## config.mk

```make
export PLATFORM = sky130hd
export DESIGN_NAME = fnd_scan_controller
export DESIGN_NICKNAME = d
export VERILOG_FILES = /design/src/rtl/fnd_scan_controller_pkg.sv /design/src/rtl/fnd_slot_timer.sv /design/src/rtl/fnd_scan_controller.sv
export SDC_FILE = /design/constraint.sdc
export NUM_CORES = 1
export LEC_CHECK = 0
export BUFFER_PORTS_ARGS = -buffer_cell sky130_fd_sc_hd__buf_2
export CAP_MARGIN = 15
export CELL_PAD_IN_SITES_DETAIL_PLACEMENT = 1
export CELL_PAD_IN_SITES_GLOBAL_PLACEMENT = 1
export CORE_ASPECT_RATIO = 0.75
export CORE_MARGIN = 2
export CORE_UTILIZATION = 54
export CTS_BUF_LIST = sky130_fd_sc_hd__clkbuf_4
export DETAILED_ROUTE_END_ITERATION = 10
export PLACE_DENSITY_LB_ADDON = 0.1
export SYNTH_ARGS = -nofsm -noshare
export SYNTH_HDL_FRONTEND = slang
export SYNTH_HIERARCHICAL = 1
export SYNTH_SLANG_ARGS = --single-unit
```

## constraint.sdc

```tcl
create_clock -name i_clk -period 4.2 [get_ports i_clk]
set_input_delay 0.84 -clock i_clk [delete_from_list [all_inputs] [get_ports i_clk]]
set_output_delay 0.84 -clock i_clk [all_outputs]
set_load 0.005 [all_outputs]
```

## src/rtl/fnd_scan_controller_pkg.sv

```systemverilog
// Shared types and constants for the FND scan controller and its slot timer.
package fnd_scan_controller_pkg;

  typedef enum logic {
    ST_GAP  = 1'b0,
    ST_SHOW = 1'b1
  } scan_state_e;

  localparam logic [3:0] BCD_ZERO = 4'h0;
  localparam logic [3:0] BCD_DOT  = 4'hA;

  // Counter width for a modulus n; never narrower than one bit.
  function automatic int width_of(input int n);
    return (n > 1) ? $clog2(n) : 1;
  endfunction

  localparam int DEF_DIGITS       = 4;
  localparam int DEF_DIGIT_CYCLES = 100000;
  localparam int DEF_CNT_W        = $clog2(DEF_DIGIT_CYCLES);
  localparam int DEF_IDX_W        = $clog2(DEF_DIGITS);

endpackage

```

## src/rtl/fnd_slot_timer.sv

```systemverilog
// Slot counter and digit index; flags the last cycle of the last slot in a frame.
module fnd_slot_timer #(
  parameter int DIGITS       = 4,
  parameter int DIGIT_CYCLES = 100000,
  parameter int CNT_W        = 17,
  parameter int IDX_W        = 2
) (
  input  logic             i_clk,
  input  logic             i_reset_n,
  output logic [CNT_W-1:0] o_cnt,
  output logic [IDX_W-1:0] o_idx,
  output logic             o_boundary
);

  logic [CNT_W-1:0] cnt_q, cnt_d;
  logic [IDX_W-1:0] idx_q, idx_d;
  logic             wrap;

  always_comb begin
    wrap       = (cnt_q == CNT_W'(DIGIT_CYCLES - 1));
    o_boundary = wrap && (idx_q == IDX_W'(DIGITS - 1));
    cnt_d      = wrap ? '0 : cnt_q + 1'b1;
    idx_d      = idx_q;
    if (wrap) idx_d = o_boundary ? '0 : idx_q + 1'b1;
  end

  always_ff @(posedge i_clk or negedge i_reset_n) begin
    if (!i_reset_n) begin
      cnt_q <= '0;
      idx_q <= '0;
    end else begin
      cnt_q <= cnt_d;
      idx_q <= idx_d;
    end
  end

  assign o_cnt = cnt_q;
  assign o_idx = idx_q;

endmodule

```

## src/rtl/fnd_scan_controller.sv

```systemverilog
// Multiplexes DIGITS BCD codes onto one shared decoder with blank gaps,
// leading-zero suppression and frame-aligned double-buffered loads.
module fnd_scan_controller
  import fnd_scan_controller_pkg::*;
#(
  parameter int DIGITS       = 4,
  parameter int DIGIT_CYCLES = 100000,
  parameter int BLANK_CYCLES = 1000
) (
  input  logic                  i_clk,
  input  logic                  i_reset_n,
  input  logic [4*DIGITS-1:0]   i_digits,
  input  logic                  i_load,
  input  logic                  i_zero_supp,
  output logic [3:0]            o_value,
  output logic                  o_blank,
  output logic [DIGITS-1:0]     o_digit_sel,
  output logic                  o_frame_done
);

  localparam int CNT_W = width_of(DIGIT_CYCLES);
  localparam int IDX_W = width_of(DIGITS);

  logic [CNT_W-1:0] cnt;
  logic [IDX_W-1:0] idx;
  logic             boundary;

  fnd_slot_timer #(
    .DIGITS       (DIGITS),
    .DIGIT_CYCLES (DIGIT_CYCLES),
    .CNT_W        (CNT_W),
    .IDX_W        (IDX_W)
  ) u_timer (
    .i_clk      (i_clk),
    .i_reset_n  (i_reset_n),
    .o_cnt      (cnt),
    .o_idx      (idx),
    .o_boundary (boundary)
  );

  logic [DIGITS-1:0][3:0] shadow_q, shadow_d;
  logic [DIGITS-1:0][3:0] active_q, active_d;
  logic [DIGITS-1:0]      supp;
  logic                   zero_run;

  scan_state_e       state_q, state_d;
  logic [DIGITS-1:0] sel_q, sel_d;
  logic [3:0]        value_q, value_d;
  logic              blank_q, blank_d;
  logic              frame_done_q, frame_done_d;

  // A boundary-cycle load goes straight to the active copy so it is not lost.
  always_comb begin
    shadow_d = i_load ? i_digits : shadow_q;
    active_d = active_q;
    if (boundary) active_d = i_load ? i_digits : shadow_q;
  end

  // Digit k>0 is a leading zero when it and every digit above it are zero.
  always_comb begin
    supp     = '0;
    zero_run = 1'b1;
    for (int k = DIGITS - 1; k > 0; k--) begin
      zero_run = zero_run && (active_q[k] == BCD_ZERO);
      supp[k]  = i_zero_supp && zero_run;
    end
  end

  // state_q tracks the phase currently on the outputs, i.e. one cycle behind cnt.
  always_comb begin
    state_d = state_q;
    case (state_q)
      ST_GAP:  if (cnt == CNT_W'(BLANK_CYCLES)) state_d = ST_SHOW;
      ST_SHOW: if (cnt == '0)                   state_d = ST_GAP;
      default:                                  state_d = ST_GAP;
    endcase
    sel_d        = '1;
    value_d      = BCD_ZERO;
    blank_d      = 1'b1;
    frame_done_d = boundary;
    if (state_d == ST_SHOW) begin
      sel_d[idx] = 1'b0;
      value_d    = active_q[idx];
      blank_d    = supp[idx];
    end
  end

  always_ff @(posedge i_clk or negedge i_reset_n) begin
    if (!i_reset_n) begin
      shadow_q     <= '0;
      active_q     <= '0;
      state_q      <= ST_GAP;
      sel_q        <= '1;
      value_q      <= BCD_ZERO;
      blank_q      <= 1'b1;
      frame_done_q <= 1'b0;
    end else begin
      shadow_q     <= shadow_d;
      active_q     <= active_d;
      state_q      <= state_d;
      sel_q        <= sel_d;
      value_q      <= value_d;
      blank_q      <= blank_d;
      frame_done_q <= frame_done_d;
    end
  end

  assign o_digit_sel  = sel_q;
  assign o_value      = value_q;
  assign o_blank      = blank_q;
  assign o_frame_done = frame_done_q;

endmodule

```

-- After elaboration in Yosys (flattened, before gate mapping)
Cells that the tools add are included.
- add/subtract/negate cells: 2
- magnitude comparators: 2
- eq/ne operators: 3
- multiplexer cells: 15
- bitwise gates (word level): 2
- reduce and logical (&&, ||, !) cells: 11
- operators with widths (operator ; count):
    adder 17 x 1 -> 17 bit (second input constant) ; 1
    == test 17 x 10 -> 1 bit (second input constant) ; 1
    == test 17 bit (second input constant) ; 1
    zero test 17 bit ; 1
    two-way mux 17 bit ; 1
    two-way mux 16 bit ; 1
    zero test 4 bit ; 3
    two-way mux 4 bit ; 3
    binary-select mux 4 bit (select 2 bit) ; 1
    logical AND 1 bit ; 7
    two-way mux 1 bit ; 5
    inverter 4 bit ; 1
    < comparator 2 x 3 -> 1 bit (second input constant) ; 1
    adder 2 x 1 -> 2 bit (second input constant) ; 1
    binary-select mux 1 bit (select 2 bit) ; 1
    demux 1 bit (select 2 bit) ; 1
    == test 2 bit (second input constant) ; 1
    greater-or-equal comparator 2 x 1 -> 1 bit (second input constant) ; 1
    two-way mux 2 bit ; 1
    case mux 1 bit (2 select lines) ; 1
    inverter 1 bit ; 1
- register bits after elaboration: 62
- output and inout bits: 10

-- Longest topological paths before layout
Gate-level depths: netlist (run 1).
- depth after elaboration: 7
- depth in mapped cells: 8
- mapped depth without buffers: 5

-- By module
The synthesis (run 1) kept the hierarchy.
- by module, submodules not included (module ; instances ; cells an instance ; area each (um2) ; sequential area each (um2)):
    fnd_scan_controller ; 1 ; 111 ; 1783.0 ; 1082.3
    fnd_slot_timer ; 1 ; 78 ; 922.1 ; 475.5

-- Least setup slack after synthesis (run 1)
No wires, ideal clock.
- kind: register to register
- start: register u_timer.cnt_q[0], in the netlist u_timer/o_cnt[0]
- end: register active_q[0] in the netlist's numbering
- library setup time: 125 ps
- arrival time: 1982 ps
- required time: 4075 ps
- path slack: 2093 ps
- stages on the path, launching flop included: 9
- buffers on the path: 3
- clock period less this slack: 2107 ps
- cells stage by stage: dfrtp_1 ha_1 and4_1 and4_4 buf_6 and2_1 buf_2 buf_2 mux2_2
- cells in the longest elaborated chain, start to end: 2
- RTL lines (item ; line ; text):
    start, declared ; fnd_slot_timer.sv:15 ; logic [CNT_W-1:0] cnt_q, cnt_d;
    start signal, assigned ; fnd_slot_timer.sv:32 ; cnt_q <= cnt_d;
    == test 17 bit ; fnd_slot_timer.sv:20 ; wrap = (cnt_q == CNT_W'(DIGIT_CYCLES - 1));
    logical AND 1 bit ; fnd_slot_timer.sv:21 ; o_boundary = wrap && (idx_q == IDX_W'(DIGITS - 1));
    net boundary ; fnd_scan_controller.sv:26 ; logic boundary;
    end signal, assigned ; fnd_scan_controller.sv:99 ; active_q <= active_d;
    end, declared ; fnd_scan_controller.sv:42 ; logic [DIGITS-1:0][3:0] active_q, active_d;
The timed path passes the listed nets, and every way through them passes these cells.
A chain may end at the register's enable or synchronous reset.

-- Final worst setup path (run 1)
- start: register u_timer.cnt_q[0], in the netlist u_timer/o_cnt[0]
- end: register active_q[3] in the netlist's numbering
The elaborated chain is that of the path after synthesis.

==> results of run 1 <==
[routing by layer]
layer / vias to the layer above / part of all wire (%)
met1: 836 / 51
met3: 10 / 5.1
met4: 0 / 2.0
li1: 762 / -
met5: - / 0
met2: 43 / 42
[power groups by stage]
| stage | Clock, W | Combinational [W] | Sequential [W] |
|---|---|---|---|
| after global placement | 0 | 0.0000514 | 0.000627 |
| after CTS | 0.000347 | 0.0000549 | 0.000617 |
| after detailed placement | 0 | 0.0000547 | 0.000628 |
| final | 0.000336 | 0.0000530 | 0.000617 |
| after floorplan | 0 | 0.0000292 | 0.000626 |
| after global routing | 0.000372 | 0.0000588 | 0.000618 |
[logic make-up after synthesis]
logic type | synth area share (%)
flops | 57.6
simple gates | 14.2
mux | 20.3
xor+xnor | 3.56
buf+inv | 2.22
compound gates | 1.25
fa+ha+maj | 0.925
[flip-flops by register name, indices dropped and copies added (netlist names)]
| name | flops |
|---|---|
| active_q | 16 |
| o_blank | 1 |
| o_digit_sel | 4 |
| o_frame_done | 1 |
| o_value | 4 |
| shadow_q | 16 |
| state_q | 1 |
| u_timer/o_cnt | 17 |
| u_timer/o_idx | 2 |
[worst paths after layout]
check	from	to	slack, ns	cells past startpoint
setup / recovery	u_timer/o_cnt[0]$_DFF_PN0_	active_q[3]$_DFFE_PN0P_	1.81	5
hold / removal	i_reset_n	shadow_q[2]$_DFF_PN0_	0.45	1
setup reg to reg	u_timer/o_cnt[0]$_DFF_PN0_	active_q[3]$_DFFE_PN0P_	1.81	5
hold reg to reg	shadow_q[5]$_DFF_PN0_	shadow_q[5]$_DFF_PN0_	0.51	1
max in group asynchronous	i_reset_n	o_digit_sel[2]$_DFF_PN1_	2.87	2
min in group i_clk	shadow_q[5]$_DFF_PN0_	shadow_q[5]$_DFF_PN0_	0.51	1
[area by class of cell]
type | instances | area share [%]
sequential | 62 | 52.2
multi-input combinational | 119 | 36.5
timing repair buffer | 30 | 5.12
tap | 60 | 2.52
clock buffer | 9 | 2.27
clock inverter | 7 | 1.38
[through the flow]
| step | instance area [µm²] | instances | worst slack (ns) | total power [W] | hold slack, ns |
|---|---|---|---|---|---|
| 2_1_floorplan | 2710 | 189 | 2.09 | 0.000655 | 0.462 |
| 3_3_place_gp | 2870 | 271 | 1.94 | 0.000678 | 0.478 |
| 3_5_place_dp | 2870 | 271 | 1.81 | 0.000683 | 0.484 |
| 4_1_cts | 2980 | 287 | 1.80 | 0.00102 | 0.444 |
| 5_1_grt | 2980 | 287 | 1.66 | 0.00105 | 0.461 |
| 6_report | 2980 | 287 | 1.81 | 0.00101 | 0.446 |
[cell usage in the layout, fill, tap and decap left out, types with 2 or more instances in the layout]
cell type	instances
buf_2	29
clkbuf_4	9
and4bb_1	2
nand2_1	3
nand2b_1	4
and2_1	3
xor2_1	8
mux2_2	22
mux2_4	12
dfrtp_1	57
xnor2_1	3
clkinv_2	3
nand4b_1	2
mux2i_1	3
nor4_1	4
and4_1	5
dfstp_2	5
ha_1	2
nor2_1	7
mux4_2	4
and3_1	9
clkinvlp_4	3
nor3_1	3
nand3_1	13
==> results.json, run 1 <==
{
  "status": "complete, no violations",
  "final.setup.tns_ns": 0,
  "sw_frac_of_total_pct": 25.0,
  "clkPwrFrac_pct": 33.4,
  "vdd_drop_max_v": 0.000230,
  "cellLeakagePower_nw": 1.46,
  "synth.distinct_cells": 34,
  "cpMaxStageDelayCell": "and2_1",
  "synth.most_common_cell": "dfrtp_1",
  "cp.buffers_inverters": 0,
  "routed_wl_um": 5250,
  "die_w_um": 85.7,
  "setup_viol": 0,
  "synth_top_area_share_pct": 52.7,
  "startpoint_type": "flip-flop",
  "gr-total-overflow": 0,
  "dpl.hpwl_um": 3780,
  "dr.pass1.iters": 6,
  "antenna_cells": 0,
  "crit_type": "flip-flop to flip-flop",
  "cts_tree": "built",
  "path_max_fanout": 17,
  "pwr-share-comb_pct": 5.3,
  "pwr-share-seq_pct": 61.3,
  "ctsResizeCount": 0,
  "regArea_mm2": 0.00156,
  "yosys-top-cells-count": "dfrtp_1 (57), mux2_2 (22), nand3_1 (13), mux2_4 (12), and3_1 (9)",
  "start_util_pct": 55.5,
  "fillers": 499,
  "clk_latency_ns": 0.41,
  "timing.slew.headroom_pct": 49.4,
  "drv_slew": 0,
  "clock_sinks": 62,
  "fin_crit_ns": 2.39,
  "clk_path_buf_depth": 2,
  "grt_pass1_wl_um": 9030,
  "track_usage_pct": 21.9,
  "yosysWarnings": 6,
  "grt_pass1_vias": 1739,
  "vias_per_cell": 5.75,
  "crit_path_max_incr_delay_ns": 0.65,
  "ys_ff_latch": 62,
  "ys_seq_area_share_pct": 57.6,
  "synthCells": 189,
  "min_path_type": "input pin to async pin",
  "crit_chain": "ha_1 > and4_1 > and4_4 > and2_1 > mux2_2",
  "route.antenna.remaining_nets": 0,
  "hold_viol": 0,
  "cts_buffers": 9,
  "dieArea_mm2": 0.00560,
  "grtUsageMet3_pct": 6.03,
  "tightest_slew_ns": 0.759,
  "synth.area.top_cells": "dfrtp_1 (53%), mux2_2 (9.2%), mux2_4 (6.7%), dfstp_2 (4.9%), mux4_2 (3.3%)",
  "synth_flop_cell": "dfrtp_1",
  "met2_usage_pct": 30.4,
  "avgSynthCellArea_um2": 14.3,
  "syn_to_final_growth_pct": 10.2,
  "root_buffer": "clkbuf_4",
  "critical_path.top_delay_family": "simple AND/OR/NAND/NOR gates",
  "route.detailed.drc": 0,
  "clk_pin_slew_ns": 0.11,
  "multi_input_area_mm2": 0.00109,
  "syn_nets": 211,
  "async_flop_share_pct": 100,
  "grt-busiest-layer": "met1",
  "place_congestion": 0.855,
  "final_core_util_pct": 61.2,
  "antenna_found_initial": 0,
  "grt_util_met1_pct": 31.9,
  "intPower_w": 0.000754,
  "drive_gt1_share_pct": 40.1,
  "num_rows": 22,
  "powerDensity_mw_per_mm2": 337,
  "critPathArrivalTime_ns": 2.69,
  "p_switching_w": 0.000251,
  "core_area_mm2": 0.00487,
  "grt_max_degree": 33,
  "synthesis.area_mm2": 0.00271,
  "synth-edff-count": 0,
  "wl_per_cell_um": 18.3,
  "nNetsFinal": 244,
  "maxCapViolCount": 0,
  "die_h_um": 65.3,
  "rsz0062_at_grt": "false",
  "finalCritPeriodShare_pct": 56.9,
  "finClkSkew_ns": 0.0131,
  "drtIter0Drc": 106,
  "critPathRequiredTime_ns": 4.50,
  "fmax_ghz": 0.418,
  "io_pins": 30,
  "post_cts_buffers": 0,
  "h-tree-depth": 3,
  "vias": 1651,
  "port_buffers": 29,
  "endpoint_kind": "flip-flop",
  "cts_hold_buf": 0,
  "synth_top_area_cell": "dfrtp_1"
}
Note: power is estimated with default switching activity, not from simulation.
==> run 2, diff against run 1 <==
--- a/config.mk
+++ b/config.mk
@@ -11,7 +11,7 @@
 export CELL_PAD_IN_SITES_GLOBAL_PLACEMENT = 1
 export CORE_ASPECT_RATIO = 0.75
 export CORE_MARGIN = 2
-export CORE_UTILIZATION = 54
+export CORE_UTILIZATION = 50
 export CTS_BUF_LIST = sky130_fd_sc_hd__clkbuf_4
 export DETAILED_ROUTE_END_ITERATION = 10
 export PLACE_DENSITY_LB_ADDON = 0.1
==> constraint.sdc (replaced) <==
create_clock -name i_clk -period 2.46 [get_ports i_clk]
set_input_delay 0.492 -clock i_clk [delete_from_list [all_inputs] [get_ports i_clk]]
set_output_delay 0.492 -clock i_clk [all_outputs]
set_load 0.005 [all_outputs]
==> results.json, run 2 (synthesized netlist as in run 1, its figures left out) <==
{
  "io_pins": 30,
  "cts_tree": "built",
  "maxCapViolCount": 0,
  "final.setup.tns_ns": 0,
  "track_usage_pct": 21.6,
  "place_congestion": 0.844,
  "cellLeakagePower_nw": 1.50,
  "critPathArrivalTime_ns": 2.49,
  "pre_cts_ws_ns": 0.289,
  "nNetsFinal": 245,
  "clk_pin_slew_ns": 0.11,
  "drv_slew": 0,
  "startpoint_type": "flip-flop",
  "routed_wl_um": 5680,
  "sw_frac_of_total_pct": 21.5,
  "endpoint_kind": "flip-flop",
  "p_switching_w": 0.000413,
  "die_w_um": 88.9,
  "vias": 1638,
  "wl_per_cell_um": 18.7,
  "hold_viol": 0,
  "final_common_cell": "dfrtp_1",
  "clk_path_buf_depth": 2,
  "tightest_slew_ns": 0.704,
  "finClkSkew_ns": 0.0187,
  "timing.slew.headroom_pct": 53.0,
  "ctsResizeCount": 0,
  "setup_viol": 0,
  "num_rows": 23,
  "pwr-share-comb_pct": 4.9,
  "core_area_mm2": 0.00527,
  "grt_pass1_wl_um": 9190,
  "rr_startpoint": "u_timer/o_cnt[0]$_DFF_PN0_",
  "pwr-share-seq_pct": 54.8,
  "cts_hold_buf": 0,
  "vias_per_cell": 5.41,
  "finalCritPeriodShare_pct": 89.5,
  "die_h_um": 67.7,
  "cts_buffers": 9,
  "worst_slack_ns": 0.259,
  "rsz0062_at_grt": "false",
  "route.antenna.remaining_nets": 0,
  "reg2reg_depth": 6,
  "critPathRequiredTime_ns": 2.75,
  "h-tree-depth": 3,
  "port_buffers": 29,
  "powerDensity_mw_per_mm2": 627,
  "route.detailed.drc": 0,
  "r2r_end": "active_q[4]$_DFFE_PN0P_",
  "clock_sinks": 62,
  "largest_reg_flops": 17,
  "final_core_util_pct": 58.2,
  "clkPwrFrac_pct": 40.3,
  "drive_gt1_share_pct": 39.9,
  "gr-total-overflow": 0,
  "grt_pass1_vias": 1720,
  "multi_input_area_mm2": 0.00109,
  "root_buffer": "clkbuf_4",
  "grt_max_degree": 35,
  "intPower_w": 0.00151,
  "dpl.hpwl_um": 3950,
  "start_util_pct": 51.4,
  "dieArea_mm2": 0.00602,
  "min_path_type": "input pin to async pin",
  "antenna_cells": 0,
  "vdd_drop_max_v": 0.000309,
  "syn_to_final_growth_pct": 13.3,
  "final_cell_mix": "dfrtp_1 (57), buf_2 (29), mux2_2 (22)",
  "clk_latency_ns": 0.41,
  "dr.pass1.iters": 4,
  "post_cts_buffers": 0,
  "status": "complete, no violations",
  "crit_type": "flip-flop to flip-flop",
  "path_max_fanout": 17,
  "ff2ff_setup_slack_ns": 0.26,
  "fmax_ghz": 0.454,
  "fillers": 556,
  "fin_crit_ns": 2.20,
  "drtIter0Drc": 119,
  "antenna_found_initial": 0,
  "regArea_mm2": 0.00156
}
## run 2: changes by cell type in the layout (fill, tap and decap cells not counted)
cell | before | now
clkbuf_4 | 9 | 10
buf_12 | 0 | 1
bufinv_16 | 0 | 2
clkinv_1 | 1 | 2
clkinvlp_4 | 3 | 0
clkinv_2 | 3 | 2
## run 2: layer usage
layer  track usage (%)  up-vias  routed length [µm]
met5                 0        -                   0
met4              8.02        0                  75
met3              6.72        6                 286
met2              29.9       41                2510
met1              31.7      830                2810
li1                  -      761                   -
## run 2: area by class of cell
type | count | share of cell area (%)
Clock buffer | 10 | 2.45
Clock inverter | 6 | 2.53
Multi-Input combinational cell | 119 | 35.5
Sequential cell | 62 | 50.8
Tap cell | 75 | 3.06
Timing Repair Buffer | 31 | 5.63
## run 2: worst max-delay path by stage
stage	start	endpoint	slack (ns)	depth (start not counted)
5_1_grt	u_timer/o_cnt[0]$_DFF_PN0_	active_q[10]$_DFFE_PN0P_	0.16	6
4_1_cts	u_timer/o_cnt[0]$_DFF_PN0_	active_q[11]$_DFFE_PN0P_	0.27	6
6_report	u_timer/o_cnt[0]$_DFF_PN0_	active_q[4]$_DFFE_PN0P_	0.26	6
3_5_place_dp	u_timer/o_cnt[0]$_DFF_PN0_	active_q[6]$_DFFE_PN0P_	0.29	6
2_1_floorplan	u_timer/o_cnt[0]$_DFF_PN0_	active_q[0]$_DFFE_PN0P_	0.35	8
3_3_place_gp	u_timer/o_cnt[0]$_DFF_PN0_	active_q[12]$_DFFE_PN0P_	0.39	6
## run 2: worst max-delay path: stages (launching register included)
cell and delay (ns):
dfrtp_1 0.45, ha_1 0.25, and4_1 0.26, and4_4 0.34, and2_1 0.17, buf_4 0.25, mux2_2 0.37
## run 2: power groups by stage
stage | combinational [W] | sequential, W | clock [W]
final | 0.0000933 | 0.00105 | 0.000774
after global routing | 0.000103 | 0.00106 | 0.000839
after CTS | 0.0000960 | 0.00105 | 0.000793
after detailed placement | 0.0000959 | 0.00107 | 0
after global placement | 0.0000911 | 0.00107 | 0
after floorplan | 0.0000498 | 0.00107 | 0
## run 2: per-stage QoR
step                      cells  power [W]  hold WS [ns]  area (µm²)
after floorplan             189    0.00112         0.196        2710
after global placement      287    0.00116         0.480        2910
after detailed placement    287    0.00117         0.481        2910
after CTS                   303    0.00194         0.122        3060
after global routing        303    0.00200         0.135        3060
final                       303    0.00192         0.114        3060
